## src/rtl/adder_accum_seq.sv

```systemverilog
// ============================================================================
//  Module   : adder_accum_seq
//  Purpose  : Multi-term accumulation sequencer wrapped around a registered adder.
//  Revision : 1.0 - initial release
// ============================================================================
`default_nettype none

module adder_accum_seq #(
  parameter int WIDTH = 4,
  parameter int CNT_W = 8
) (
  input  logic             clk,
  input  logic             rst,
  input  logic [1:0]       f_i,
  input  logic             op_valid_i,
  output logic             op_ready_o,
  input  logic [WIDTH-1:0] op_i,
  input  logic             op_last_i,
  output logic [1:0]       add_f_o,
  output logic [WIDTH-1:0] add_a_o,
  output logic [WIDTH-1:0] add_b_o,
  input  logic [WIDTH-1:0] add_y_i,
  output logic             sum_valid_o,
  input  logic             sum_ready_i,
  output logic [WIDTH-1:0] sum_o,
  output logic [CNT_W-1:0] count_o,
  output logic             err_o
);

  typedef enum logic [2:0] {
    S_IDLE   = 3'd0,
    S_ACCEPT = 3'd1,
    S_ADD    = 3'd2,
    S_WAIT   = 3'd3,
    S_DONE   = 3'd4
  } state_t;

  state_t           r_state;
  state_t           w_next;
  logic [WIDTH-1:0] r_acc;
  logic [WIDTH-1:0] r_b;
  logic [1:0]       r_f;
  logic             r_last;
  logic [CNT_W-1:0] r_count;
  logic             r_err;

  always_ff @(posedge clk) begin
    if (rst) begin
      r_state <= S_IDLE;
      r_acc   <= '0;
      r_b     <= '0;
      r_f     <= 2'd0;
      r_last  <= 1'b0;
      r_count <= '0;
      r_err   <= 1'b0;
    end else begin
      r_state <= w_next;
      case (r_state)
        S_IDLE: begin
          if (op_valid_i) begin
            // First term bypasses the adder so a ones'-complement +0 never enters the sum.
            r_acc   <= op_i;
            r_f     <= (f_i == 2'd3) ? 2'd0 : f_i;
            r_err   <= (f_i == 2'd3);
            r_count <= {{(CNT_W-1){1'b0}}, 1'b1};
          end
        end
        S_ACCEPT: begin
          if (op_valid_i) begin
            r_b    <= op_i;
            r_last <= op_last_i;
            if (r_count != {CNT_W{1'b1}}) begin
              r_count <= r_count + 1'b1;
            end
          end
        end
        S_WAIT: begin
          r_acc <= add_y_i;
        end
        default: begin
        end
      endcase
    end
  end

  always_comb begin
    w_next = r_state;
    case (r_state)
      S_IDLE:   if (op_valid_i) w_next = op_last_i ? S_DONE : S_ACCEPT;
      S_ACCEPT: if (op_valid_i) w_next = S_ADD;
      S_ADD:    w_next = S_WAIT;
      S_WAIT:   w_next = r_last ? S_DONE : S_ACCEPT;
      S_DONE:   if (sum_ready_i) w_next = S_IDLE;
      default:  w_next = S_IDLE;
    endcase
  end

  assign op_ready_o  = (r_state == S_IDLE) || (r_state == S_ACCEPT);
  assign sum_valid_o = (r_state == S_DONE);
  assign sum_o       = r_acc;
  assign add_a_o     = r_acc;
  assign add_b_o     = r_b;
  assign add_f_o     = r_f;
  assign count_o     = r_count;
  assign err_o       = r_err;

endmodule

`default_nettype wire

```

## config.mk

```make
export PLATFORM = sky130hd
export DESIGN_NAME = adder_accum_seq
export DESIGN_NICKNAME = d
export VERILOG_FILES = /design/src/rtl/adder_accum_seq.sv
export SDC_FILE = /design/constraint.sdc
export NUM_CORES = 1
export LEC_CHECK = 0
export CORE_MARGIN = 8
export CORE_UTILIZATION = 44
export CTS_CLUSTER_DIAMETER = 30
export DETAILED_ROUTE_END_ITERATION = 10
export PLACE_DENSITY = 0.85
export SLEW_MARGIN = 20
export SYNTH_ARGS = -nofsm -noshare
export SYNTH_HDL_FRONTEND = slang
export SYNTH_SLANG_ARGS = --single-unit
```

## constraint.sdc

```tcl
create_clock -name clk -period 1.85 [get_ports clk]
set_input_delay 0.185 -clock clk [delete_from_list [all_inputs] [get_ports clk]]
set_output_delay 0.185 -clock clk [all_outputs]
set_load 0.1 [all_outputs]
```

==> impl_metrics.py <==
metrics = {
    "status": {
        "outcome": "finished, final reports clean",
    },
    "power_and_ir_drop": {
        "pwr-share-clk_pct": 20.5,
        "p_sw_share_pct": 39.8,
        "p_comb_share_pct": 34.3,
        "power_density_mw_per_mm2": 749,
        "share_seq_of_total_power_pct": 45.2,
        "power_leakage_nw": 0.653,
        "switching_power_mw": 0.481,
        "intPower_mw": 0.727,
        "ir_drop_mv": 0.545,
    },
    "drt": {
        "drt_pass1_iterations": 4,
        "final_antenna_net_count": 0,
        "drc_errors": 0,
        "drt_iter0_drc": 57,
        "vias": 1139,
        "drt_wl_total_um": 3220,
        "post_drt_wl_per_cell_um": 15.8,
        "vias_per_cell": 5.58,
    },
    "timing": {
        "period_share_pct": 90.2,
        "relSlewSlack_pct": 61.5,
        "setup_slack_ps": 181,
        "maxClockFrequency_mhz": 599,
        "worst_slew_pin_slew_ps": 577,
        "slew_viol_final": 0,
        "hold_violations": 0,
        "tns_ps": 0,
        "min_period_ps": 1670,
        "rsz0062_at_grt": "no",
        "setup_violations": 0,
        "clock_skew_ps": 1.20,
    },
    "die": {
        "die_w_um": 67.8,
        "coreArea_sq_mm": 0.00252,
        "std_cell_rows": 18,
        "start_util_pct": 46.8,
        "dieHeight_um": 67.8,
        "io_pins": 40,
        "die-area_sq_mm": 0.00460,
    },
    "synthesis": {
        "synthMuxAreaShare_pct": 5.08,
        "ys_async_sr_fraction_pct": 0,
        "synthXorXnorAreaFrac_pct": 0,
        "synth_nets": 152,
        "synth.top_cell.area_share_pct": 39.0,
        "synth_seq_cells": 23,
        "yosys.area_share.simple_pct": 30.0,
        "synth_edf_count": 0,
        "synth_top_family_by_area": "simple AND/OR/NAND/NOR gates",
        "synthFlopType": "dfxtp_1",
        "postSynthAreaPerCell_sq_um": 8.68,
        "synthAdderAreaFrac_pct": 1.06,
        "yosysSeqAreaShare_pct": 39.0,
        "synth_area_leader_cell": "dfxtp_1",
        "synth-compound-area-share_pct": 18.2,
        "yosysUniqueCellTypes": 40,
        "synth_area_leaders": "dfxtp_1 (39%), nand2_1 (5.7%), mux2i_1 (5.1%), nor2_1 (4.4%), a311oi_1 (3.7%)",
        "ys_warn_count": 0,
        "synth_area_sq_mm": 0.00118,
        "syn_inst": 136,
    },
    "worst_hold_path": {
        "hp-class": "in -> reg",
    },
    "critical_path": {
        "crit_path_end_kind": "output pin",
        "worstSetupPathType": "reg -> out",
        "critPathArrivalTime_ps": 1480,
        "crit_buf_inv": 1,
        "cpPeakStageDelay_ps": 610,
        "crit_chain": "nor3b_4 -> buf_12",
        "worstPathMaxFanout": 9,
        "critPathSlowestCell": "dfxtp_1",
        "required_ps": 1660,
        "cp-start-kind": "flop",
        "cp_top_family": "flip-flops",
    },
    "global_route": {
        "grt_pass1_vias": 1087,
        "grt_pass1_wl_um": 5220,
        "grt_max_degree": 14,
        "grt_usage_pct": 14.5,
        "grt-ovfl-total": 0,
        "antenna_found_initial": 0,
    },
    "cts": {
        "htreeDepth": 1,
        "cts_made_buffers": 3,
        "cts.sinks": 23,
        "clk_path_buf_depth": 2,
        "cts_setup_buffers": 0,
        "cts_resized": 0,
        "root_buffer": "clkbuf_4",
        "path_clk_slew_ps": 130,
        "cts_tree": "built",
        "clk_latency_ps": 320,
        "hold_buffers": 0,
    },
    "cells_and_area": {
        "fin_util_pct": 63.9,
        "areaGrowthSynthToFinish_pct": 36.4,
        "n_antenna_cell": 0,
        "drive_gt1_share_pct": 29.9,
        "nNetsFinal": 191,
        "final_cells": 204,
    },
    "placed_design": {
        "pre_cts_ws_ps": 108,
        "dp.cells": 200,
        "dpl.hpwl_um": 2550,
        "portBuffers": 39,
        "gp_congestion": 0.819,
    },
    "run": {
        "cap_violations": 0,
    },
}
-- registers in the layout, summed over array words and instances, names as in the netlist --
signal and count:
err_o 1, add_b_o 4, add_a_o 4, r_state 3
r_last 1, count_o 8, add_f_o 2
-- area by class of cell --
class | instances | area [sq um]
inverters | 3 | 11.3
fillers | 235 | 911
clock inverters | 1 | 5.00
repair buffers | 46 | 405
flip-flops and latches | 23 | 469
well taps | 30 | 37.5
clock buffers | 3 | 22.5
multi-input cells | 98 | 661
-- final timing paths --
path | start | endpoint | slack [ps] | depth (start not counted)
worst max register to register | r_state[1]$_SDFFE_PP0P_ | add_a_o[1]$_SDFFE_PP0P_ | 240 | 4
worst max-delay path | r_state[2]$_SDFFE_PP0P_ | sum_valid_o | 180 | 2
worst min register to register | err_o$_SDFFE_PP0P_ | err_o$_SDFFE_PP0P_ | 470 | 2
worst min-delay path | add_y_i[3] | add_a_o[3]$_SDFFE_PP0P_ | 450 | 3
-- layer usage --
metal	vias to the layer above	routed length [um]	global-route usage [%]
met5	-	0	0
met4	0	66	6.14
met2	32	1580	23.1
met3	7	179	3.76
met1	534	1400	18.2
li1	566	-	-
-- cell families (layout without fill, tap and decap cells) --
family          count (synthesis)  in the layout
fa+ha+maj                       1              1
compound gates                 29             29
simple gates                   62             62
flops                          23             23
mux                             6              6
buf+inv                        15             53
-- cell usage after synthesis, types with 2 or more instances --
cell	n
o21ai_1	2
buf_4	5
nand2b_1	2
a21oi_1	5
buf_2	3
nor3_1	3
a41oi_1	2
nand3b_1	5
and3_1	2
dfxtp_1	23
a311oi_1	5
a21o_1	2
a31oi_1	2
nor2_1	14
inv_1	3
nand4_1	3
nor3b_1	2
nand2_1	18
a211oi_1	3
clkbuf_1	4
mux2i_1	6
nand3_1	4
-- layout by cell type (no fill, tap or decap), types with 2 or more instances in the layout --
cell / n
buf_4: 30
nand2_1: 18
dfxtp_1: 16
clkdlybuf4s50_1: 14
nor2_1: 13
dfxtp_2: 7
mux2i_1: 6
a21oi_1: 5
nand3b_1: 5
a311oi_1: 5
nand3_1: 4
nand4_1: 3
inv_1: 3
a211oi_1: 3
nor3_1: 3
clkbuf_4: 3
nor3b_4: 2
nand2b_1: 2
and3_1: 2
a41oi_1: 2
a31oi_1: 2
o21ai_1: 2
a21o_1: 2
buf_12: 2
-- worst reg2reg max path: stages (launching register included) --
cell and delay, ps:
dfxtp_1 510, or3b_4 510, nor2_8 150, nand2_1 80, a311oi_1 280
-- power groups by stage --
stage | clock (mW) | sequential [mW] | combinational, mW
global placement | 0 | 0.555 | 0.411
global route | 0.266 | 0.549 | 0.432
CTS | 0.251 | 0.545 | 0.416
finish | 0.248 | 0.545 | 0.414
detailed placement | 0 | 0.556 | 0.415
floorplan | 0 | 0.654 | 0.204
-- per-stage QoR --
| step | total power, mW | cell area (sq um) | hold slack, ps |
|---|---|---|---|
| 2_1_floorplan | 0.857 | 1210 | 329 |
| 3_3_place_gp | 0.966 | 1580 | 445 |
| 3_5_place_dp | 0.971 | 1580 | 449 |
| 4_1_cts | 1.21 | 1610 | 452 |
| 5_1_grt | 1.25 | 1610 | 466 |
| 6_report | 1.21 | 1610 | 449 |
(Power assumes the default switching activity.)
